## src/rtl/savomax_pkg.sv

```systemverilog
// Shared format codes, tracker state type and timing helper for the
// savomax PAL/NTSC format tracker.
package savomax_pkg;

    localparam logic [2:0] FORMAT_UNKNOWN = 3'b000;
    localparam logic [2:0] FORMAT_NTSC    = 3'b010;
    localparam logic [2:0] FORMAT_PAL     = 3'b100;

    typedef enum logic [1:0] {
        IDLE,
        ACQUIRE,
        LOCKED
    } state_t;

    // Whole milliseconds to clock cycles, rounding the per-ms rate down.
    function automatic int unsigned ms_to_cycles(input int unsigned clk_freq,
                                                 input int unsigned ms);
        return (clk_freq / 1000) * ms;
    endfunction

endpackage

```

## src/rtl/savomax_period_meter.sv

```systemverilog
// VSYNC front end: synchroniser, falling-edge detector, saturating frame
// period counter and a one-shot "no VSYNC for too long" pulse.
module savomax_period_meter #(
    parameter int          CNT_W   = 24,
    parameter int unsigned MAX_CYC = 6250
) (
    input  logic             clk,
    input  logic             rst_n,
    input  logic             vsync,
    output logic             vsync_edge,
    output logic [CNT_W-1:0] sample,
    output logic             timeout
);

    localparam logic [CNT_W-1:0] SAT = CNT_W'(MAX_CYC + 1);

    logic             sync_a;
    logic             sync_b;
    logic             prev;
    logic [CNT_W-1:0] cnt;
    logic             expired;

    // An edge in the saturation cycle wins, so that sample is simply invalid.
    assign vsync_edge = prev & ~sync_b;
    assign sample     = cnt;
    assign timeout    = (cnt == SAT) & ~vsync_edge & ~expired;

    always_ff @(posedge clk or negedge rst_n) begin
        if (!rst_n) begin
            sync_a  <= 1'b0;
            sync_b  <= 1'b0;
            prev    <= 1'b0;
            cnt     <= '0;
            expired <= 1'b0;
        end else begin
            sync_a <= vsync;
            sync_b <= sync_a;
            prev   <= sync_b;

            if (vsync_edge) begin
                cnt <= CNT_W'(1);
            end else if (cnt != SAT) begin
                cnt <= cnt + 1'b1;
            end

            // Holds the counter's saturation from re-firing until the next edge.
            if (vsync_edge) begin
                expired <= 1'b0;
            end else if (timeout) begin
                expired <= 1'b1;
            end
        end
    end

endmodule

```

## src/rtl/savomax_format_tracker.sv

```systemverilog
// Continuous PAL/NTSC tracker: classifies every VSYNC period, locks after a
// run of agreeing frames and drops lock on repeated bad frames or timeout.
module savomax_format_tracker
    import savomax_pkg::*;
#(
    parameter int unsigned CLK_FREQ           = 250_000,
    parameter int unsigned NTSC_PAL_THRESHOLD = 18,
    parameter int unsigned MIN_PERIOD_MS      = 14,
    parameter int unsigned MAX_PERIOD_MS      = 25,
    parameter int unsigned LOCK_COUNT         = 4,
    parameter int unsigned LOSS_COUNT         = 2,
    parameter int          CNT_W              = 24
) (
    input  logic             clk_in,
    input  logic             rst_n_in,
    input  logic             vsync_in,
    output logic [2:0]       format_out,
    output logic             format_valid_out,
    output logic [CNT_W-1:0] period_out,
    output logic             format_change_out,
    output logic             timeout_out
);

    localparam int unsigned THR_CYC = ms_to_cycles(CLK_FREQ, NTSC_PAL_THRESHOLD);
    localparam int unsigned MIN_CYC = ms_to_cycles(CLK_FREQ, MIN_PERIOD_MS);
    localparam int unsigned MAX_CYC = ms_to_cycles(CLK_FREQ, MAX_PERIOD_MS);

    localparam int MATCH_W = $clog2(LOCK_COUNT + 1);
    localparam int MISS_W  = $clog2(LOSS_COUNT + 1);

    localparam logic [CNT_W-1:0]   THR_C  = CNT_W'(THR_CYC);
    localparam logic [CNT_W-1:0]   MIN_C  = CNT_W'(MIN_CYC);
    localparam logic [CNT_W-1:0]   MAX_C  = CNT_W'(MAX_CYC);
    localparam logic [MATCH_W-1:0] LOCK_M = MATCH_W'(LOCK_COUNT);
    localparam logic [MISS_W-1:0]  LOSS_M = MISS_W'(LOSS_COUNT);

    if ((64'd1 << CNT_W) <= (64'(MAX_CYC) + 64'd1)) begin : g_cnt_w_check
        $error("savomax_format_tracker: CNT_W too narrow to hold MAX_CYC+1");
    end
    if (LOCK_COUNT < 1 || LOSS_COUNT < 1) begin : g_count_check
        $error("savomax_format_tracker: LOCK_COUNT and LOSS_COUNT must be >= 1");
    end

    logic             vsync_edge;
    logic [CNT_W-1:0] sample;
    logic             meter_timeout;

    savomax_period_meter #(
        .CNT_W   (CNT_W),
        .MAX_CYC (MAX_CYC)
    ) u_meter (
        .clk        (clk_in),
        .rst_n      (rst_n_in),
        .vsync      (vsync_in),
        .vsync_edge (vsync_edge),
        .sample     (sample),
        .timeout    (meter_timeout)
    );

    state_t             state_q, state_d;
    logic [2:0]         cand_q, cand_d;
    logic [MATCH_W-1:0] match_q, match_d;
    logic [MISS_W-1:0]  miss_q, miss_d;
    logic [2:0]         format_q, format_d;
    logic               valid_q, valid_d;
    logic [CNT_W-1:0]   period_q, period_d;
    logic               change_q, change_d;

    logic               sample_ok;
    logic [2:0]         sample_cls;
    logic [MATCH_W-1:0] match_next;
    logic [MISS_W-1:0]  miss_next;

    // A sample exactly on the threshold counts as NTSC.
    always_comb begin
        sample_ok  = (sample >= MIN_C) && (sample <= MAX_C);
        sample_cls = (sample > THR_C) ? FORMAT_PAL : FORMAT_NTSC;
        match_next = (sample_cls == cand_q) ? match_q + 1'b1 : MATCH_W'(1);
        miss_next  = miss_q + 1'b1;
    end

    always_comb begin
        state_d  = state_q;
        cand_d   = cand_q;
        match_d  = match_q;
        miss_d   = miss_q;
        format_d = format_q;
        valid_d  = valid_q;
        period_d = period_q;
        change_d = 1'b0;

        if (vsync_edge) begin
            case (state_q)
                IDLE: begin
                    state_d = ACQUIRE;
                    cand_d  = FORMAT_UNKNOWN;
                    match_d = '0;
                end
                ACQUIRE: begin
                    if (!sample_ok) begin
                        cand_d  = FORMAT_UNKNOWN;
                        match_d = '0;
                    end else if (match_next == LOCK_M) begin
                        state_d  = LOCKED;
                        cand_d   = sample_cls;
                        match_d  = '0;
                        miss_d   = '0;
                        format_d = sample_cls;
                        valid_d  = 1'b1;
                        period_d = sample;
                        change_d = 1'b1;
                    end else begin
                        cand_d  = sample_cls;
                        match_d = match_next;
                    end
                end
                LOCKED: begin
                    if (sample_ok && sample_cls == format_q) begin
                        miss_d   = '0;
                        period_d = sample;
                    end else if (miss_next == LOSS_M) begin
                        // The losing sample seeds the next acquisition run.
                        state_d  = ACQUIRE;
                        cand_d   = sample_ok ? sample_cls : FORMAT_UNKNOWN;
                        match_d  = sample_ok ? MATCH_W'(1) : '0;
                        miss_d   = '0;
                        format_d = FORMAT_UNKNOWN;
                        valid_d  = 1'b0;
                        period_d = '0;
                        change_d = 1'b1;
                    end else begin
                        miss_d = miss_next;
                    end
                end
                default: begin
                    state_d = IDLE;
                end
            endcase
        end else if (meter_timeout && state_q != IDLE) begin
            state_d  = IDLE;
            cand_d   = FORMAT_UNKNOWN;
            match_d  = '0;
            miss_d   = '0;
            format_d = FORMAT_UNKNOWN;
            valid_d  = 1'b0;
            period_d = '0;
            change_d = (format_q != FORMAT_UNKNOWN);
        end
    end

    always_ff @(posedge clk_in or negedge rst_n_in) begin
        if (!rst_n_in) begin
            state_q  <= IDLE;
            cand_q   <= FORMAT_UNKNOWN;
            match_q  <= '0;
            miss_q   <= '0;
            format_q <= FORMAT_UNKNOWN;
            valid_q  <= 1'b0;
            period_q <= '0;
            change_q <= 1'b0;
        end else begin
            state_q  <= state_d;
            cand_q   <= cand_d;
            match_q  <= match_d;
            miss_q   <= miss_d;
            format_q <= format_d;
            valid_q  <= valid_d;
            period_q <= period_d;
            change_q <= change_d;
        end
    end

    // The timeout is only meaningful once a measurement is under way.
    assign timeout_out       = meter_timeout && (state_q != IDLE);
    assign format_out        = format_q;
    assign format_valid_out  = valid_q;
    assign period_out        = period_q;
    assign format_change_out = change_q;

endmodule

```

## config.mk

```make
export PLATFORM = sky130hd
export DESIGN_NAME = savomax_format_tracker
export DESIGN_NICKNAME = d
export VERILOG_FILES = /design/src/rtl/savomax_pkg.sv /design/src/rtl/savomax_period_meter.sv /design/src/rtl/savomax_format_tracker.sv
export SDC_FILE = /design/constraint.sdc
export NUM_CORES = 1
export LEC_CHECK = 0
export ABC_AREA = 1
export ABC_CLOCK_PERIOD_IN_PS = 5700
export CAP_MARGIN = 20
export CORE_MARGIN = 2
export CORE_UTILIZATION = 63
export DETAILED_ROUTE_END_ITERATION = 10
export GPL_ROUTABILITY_DRIVEN = 0
export PLACE_DENSITY_LB_ADDON = 0.12
export SYNTH_ARGS = -nofsm -noshare
export SYNTH_HDL_FRONTEND = slang
export SYNTH_SLANG_ARGS = --single-unit
```

## constraint.sdc

```tcl
create_clock -name clk_in -period 5.7 [get_ports clk_in]
set_input_delay 0.855 -clock clk_in [delete_from_list [all_inputs] [get_ports clk_in]]
set_output_delay 0.855 -clock clk_in [all_outputs]
set_load 0.05 [all_outputs]
```

==> results of run 1 <==
==> final cells by class <==
class | count | area, sq um
clock inverters | 5 | 103
repair buffers | 35 | 343
flip-flops and latches | 65 | 1630
multi-input cells | 394 | 1950
fillers | 455 | 1480
well taps | 75 | 93.8
inverters | 58 | 218
clock buffers | 11 | 141
==> state kept, by name (all words and copies together) (netlist names) <==
signal,flops
period_out,24
cand_q,2
u_meter.expired,1
u_meter.sync_b,1
format_valid_out,1
miss_q,2
state_q,2
u_meter.sample,24
match_q,3
u_meter.prev,1
u_meter.sync_a,1
format_change_out,1
format_out,2
==> synthesized netlist by cell type (2+ instances only) <==
library cell,count
o21ai_0,19
nand4_1,41
buf_4,6
nor3_1,25
ha_1,7
nand3_1,30
o21a_1,2
dfrtp_1,65
buf_6,2
inv_1,53
a21oi_1,31
nor2_1,61
nand2_2,9
nand2_1,141
a21oi_2,3
nor3_2,2
nor2_4,2
inv_2,4
xor2_1,2
or2_2,2
nand2_4,2
clkbuf_1,8
nor2_2,3
buf_2,5
nor4_1,3
==> critical path: stages, from the launching register on <==
cell             delay, ps
dfrtp_1                460
nor2_1                 180
inv_1                  110
nor4_1                 290
nand3_1                120
nor4_1                 410
clkdlybuf4s50_1        900
==> power by group through the flow <==
stage	combinational, mW	clock, mW	sequential, mW
finish	0.241	0.484	0.521
global route	0.265	0.504	0.525
CTS	0.236	0.484	0.520
detailed placement	0.233	0	0.529
global placement	0.230	0	0.524
floorplan	0.141	0	0.559
==> worst min path at each step <==
| stage | to | cells after the start |
|---|---|---|
| global route | u_meter.sync_b | 0 |
| floorplan | u_meter.sync_b | 0 |
| global placement | u_meter.sync_b | 0 |
| finish | u_meter.sync_b | 0 |
| CTS | u_meter.sync_b | 0 |
| detailed placement | u_meter.sync_b | 0 |
==> metrics by stage <==
stage	std cells	setup WS, ps
finish	643	2030
CTS	642	2100
floorplan	539	2410
detailed placement	626	2480
global route	643	1920
global placement	626	2500
==> routing by layer <==
layer	vias to the layer above	track usage	part of all wire
li1	1823	-	-
met1	1729	0.408	0.44
met2	198	0.437	0.45
met3	29	0.0616	0.075
met4	0	0.118	0.029
met5	-	0	0
==> kinds of logic after synthesis <==
| group | count (synthesis) |
|---|---|
| AOI/OAI and AO/OA | 59 |
| xor gates and xnor gates | 2 |
| adders and majority gates | 7 |
| buffers and inverters | 80 |
| DFF | 65 |
| other | 1 |
| and+or+nand+nor | 325 |
==> results.toml, run 1 <==
[floorplan]
die_h_um = 82.9
num_rows = 28
dieWidth_um = 82.9
coreArea_sq_um = 5960
start_util = 0.658
io_pins = 33
dieArea_sq_um = 6870

[worst_setup_path]
r2r.worst_path.cells = 12
critPathKind = "reg -> out"
start_kind = "register"
r2r_end = "period_out[1]"
startpoint = "u_meter.sample[9]"
rr_startpoint = "u_meter.prev"
critPathCapture = "timeout_out"
r2r_slack_ps = 2590
crit_path_end_kind = "output port"
critPathArrivalTime_ps = 2820
required_ps = 4850
crit_fanout = 7

[clock_tree]
cts_setup_buffers = 0
postCtsHoldBufs = 0
clock_sinks = 65
clockBufferDepth = 2
htree_levels = 3
cts-root-buf = "clkbuf_8"
cts_tree = "built"
ctsResizeCount = 0
clk_pin_slew_ps = 70
insertion_delay_ps = 350
cts_made_buffers = 9

[sta]
worst_pin_slew_ps = 819
clock_skew_ps = 12.4
slew_headroom = 0.454
finalHoldViolCount = 0
max_freq_ghz = 0.272
whs_ps = 353
timing.final.crit_share = 0.644
period_minus_slack_ps = 3670
rsz0062_at_grt = "false"
setup_viol = 0
setup_tns_ps = 0
finalMaxSlewViolations = 0

[synth]
synth_compound_area_frac = 0.0833
synth_top_family_by_area = "simple AND/OR/NAND/NOR gates"
async_flop_share = 1.00
synth_ff_type = "dfrtp_1"
ys_types = 36
yosysTopAreaCellShare = 0.415
synth_simple_gate_area_frac = 0.386
yosysTopAreaCell = "dfrtp_1"
synth_seq_cells = 65
synthMuxAreaShare = 0
synthAdderAreaFrac = 0.0223
synthCells = 539
syn-cell-area_sq_um = 3920
ys_seq_area_frac = 0.415
syn_area_per_cell_sq_um = 7.27
synthXorXnorAreaFrac = 0.00447
yosysWarnings = 0
synth-edff-count = 0
syn-num-nets = 549
synth.area.top_cells = "dfrtp_1 (42%), nand2_1 (14%), nand4_1 (6.5%)"

[power]
clkPwrFrac = 0.388
cellPowerDensity_nw_per_um2 = 278
peakVddDrop_uv = 251
power_switching_mw = 0.388
cellLeakagePower_nw = 2.14
p_seq_frac = 0.418
swShare = 0.312
combPwrFrac = 0.194
power.internal_mw = 0.857
p_total_mw = 1.25

[grt]
grt_pass1_wl_mm = 16.2
gr-total-overflow = 0
grt_pass1_vias = 3506
grt_start_max_net_pins = 66
grt_usage = 0.289
antenna_found_initial = 0

[route]
drc = 0
routed-via-count = 3779
wl_per_cell_um = 15.1
drtPass1Iterations = 6
postRouteAntennaNets = 0
via_per_inst = 5.88
routed_wl_mm = 9.72
first_iter_violations = 361

[cells_and_area]
mostFrequentLayoutCells = "nand2_1 (141), dfrtp_1 (65), nor2_1 (61)"
fin_util = 0.751
finalNetCount = 573
diodes = 0
layout_commonest_cell = "nand2_1"
area_growth_pct = 14.1
layout-drive-gt1-share = 0.0880
final_cell_area_sq_um = 4470

[run]
cap_violations = 0

[placement]
dp_hpwl_mm = 6.65
portBuffers = 31
place_area_sq_um = 4210

[hold_path]
hold_class = "reg -> reg"
hp-start = "u_meter.sync_a"

[status]
status = "finished clean"
Power figures use the tool's default switching activity.
==> run 2: changes to the inputs <==
- ABC_CLOCK_PERIOD_IN_PS: 5700 -> 3200
- CORE_UTILIZATION: 63 -> 53
- clock period: 5.7 -> 3.2 ns (I/O delays scaled with it)
==> run 2 against run 1 <==
Effect of this change:
- via count down 5.1%
- global-route usage down 4.9 points
- clock skew down 0.54 ps
- sequential power up 78%
==> results.toml, run 2 (synthesis gave the netlist of run 1 again) <==
[status]
status = "finished clean"

[sta]
worst_pin_slew_ps = 820
period_minus_slack_ps = 2720
finalHoldViolCount = 0
clock_skew_ps = 11.9
timing.final.crit_share = 0.849
rsz0062_at_grt = "false"
setup_tns_ps = 0
setup_viol = 0
max_freq_ghz = 0.368
slew_headroom = 0.453
finalMaxSlewViolations = 0

[route]
postRouteAntennaNets = 0
first_iter_violations = 237
routed-via-count = 3586
drc = 0
routed_wl_mm = 9.16
drtPass1Iterations = 5
via_per_inst = 5.34
wl_per_cell_um = 13.7

[worst_setup_path]
critPathSlowestCell = "dlymetal6s2s_1"
start_kind = "register"
crit_fanout = 7
required_ps = 2720
critPathArrivalTime_ps = 2240
critPathKind = "reg -> out"
crit_chain = "ha_1 -> nand3_1 -> nor4_1 -> nand3_1 -> nor4_1 -> dlymetal6s2s_1"
cp_top_family = "simple AND/OR/NAND/NOR gates"
path_buf_inv = 1
crit_path_end_kind = "output port"
slowest_delay_ps = 470

[clock_tree]
clockBufferDepth = 2
clock_sinks = 65
clk_pin_slew_ps = 80
cts_tree = "built"
cts-root-buf = "clkbuf_8"
cts_made_buffers = 9
cts_setup_buffers = 0
htree_levels = 3
insertion_delay_ps = 360

[cells_and_area]
finalNetCount = 577
layout_commonest_cell = "nand2_1"
area_growth_pct = 15.1
finalNonFillerCells = 671
mostFrequentLayoutCells = "nand2_1 (141), dfrtp_1 (65), nor2_1 (61)"
multi_input_area_sq_um = 1950
register_area_sq_um = 1630
nFillCells = 675
layout-drive-gt1-share = 0.0962
diodes = 0

[floorplan]
io_pins = 33
start_util = 0.543
num_rows = 31
dieArea_sq_um = 8100
die_h_um = 90.0
coreArea_sq_um = 7210
dieWidth_um = 90.0

[grt]
grt_usage = 0.241
antenna_found_initial = 0
grt_pass1_vias = 3336
grt_start_max_net_pins = 66
gr-total-overflow = 0
grt_pass1_wl_mm = 15.8

[placement]
portBuffers = 31
dp_hpwl_mm = 6.73
dp_cells = 655

[power]
p_total_mw = 2.15
cellLeakagePower_nw = 2.17
peakVddDrop_uv = 267
cellPowerDensity_nw_per_um2 = 476

[run]
cap_violations = 0

[hold_path]
hold_class = "in -> async"
==> run 2: area by class of cell <==
| type | count | area share |
|---|---|---|
| multi-input cells | 394 | 0.432 |
| flip-flops and latches | 65 | 0.361 |
| repair buffers | 39 | 0.0816 |
| inverters | 58 | 0.0483 |
| clock buffers | 9 | 0.0275 |
| well taps | 99 | 0.0275 |
| clock inverters | 7 | 0.0227 |
==> run 2: repair_timing <==
| item | 4_1_cts | 5_1_grt |
|---|---|---|
| setup endpoints to repair | 0 | 1 |
| hold buffers | 0 | 0 |
| resized for setup | 0 | 1 |
==> run 2: layer usage <==
| layer | global-route usage | wire, um | vias up |
|---|---|---|---|
| li1 | - | - | 1821 |
| met1 | 0.336 | 4410 | 1634 |
| met2 | 0.374 | 4110 | 112 |
| met3 | 0.0377 | 429 | 19 |
| met4 | 0.105 | 223 | 0 |
| met5 | 0 | 0 | - |
==> run 2: through the flow <==
step | hold WS [ps] | area, sq um | setup WS, ps | util
2_1_floorplan | 184 | 3920 | 290 | -
4_1_cts | 325 | 4510 | 25.4 | 0.625
3_3_place_gp | 335 | 4280 | 445 | 0.593
6_report | 275 | 4510 | 482 | 0.625
5_1_grt | 374 | 4510 | 346 | 0.625
3_5_place_dp | 340 | 4280 | 420 | 0.593
==> run 2: worst reg2reg max path, delay by kind of cell (launching register included) <==
family        cells  cell delay (ps)
fa+ha+maj         1              200
buf+inv           1              160
flops             1              440
simple gates     11             1580
==> run 2: path summary, 6_finish.rpt <==
check | from | to | slack [ps] | cells after the start
worst max-delay path | u_meter.sample[1] | timeout_out | 480 | 6
worst min-delay path | rst_n_in | period_out[2] | 270 | 2
worst max register to register | u_meter.sample[0] | period_out[22] | 720 | 13
worst min register to register | u_meter.sync_a | u_meter.sync_b | 360 | 0
max in group asynchronous | rst_n_in | u_meter.sample[4] | 2360 | 2
min in group clk_in | u_meter.sync_a | u_meter.sync_b | 360 | 0
==> run 2: report_power, final <==
part           switching (mW)  total, mW  internal [mW]
Sequential             0.0567      0.925          0.869
Clock                   0.351      0.795          0.445
Combinational           0.301      0.425          0.124
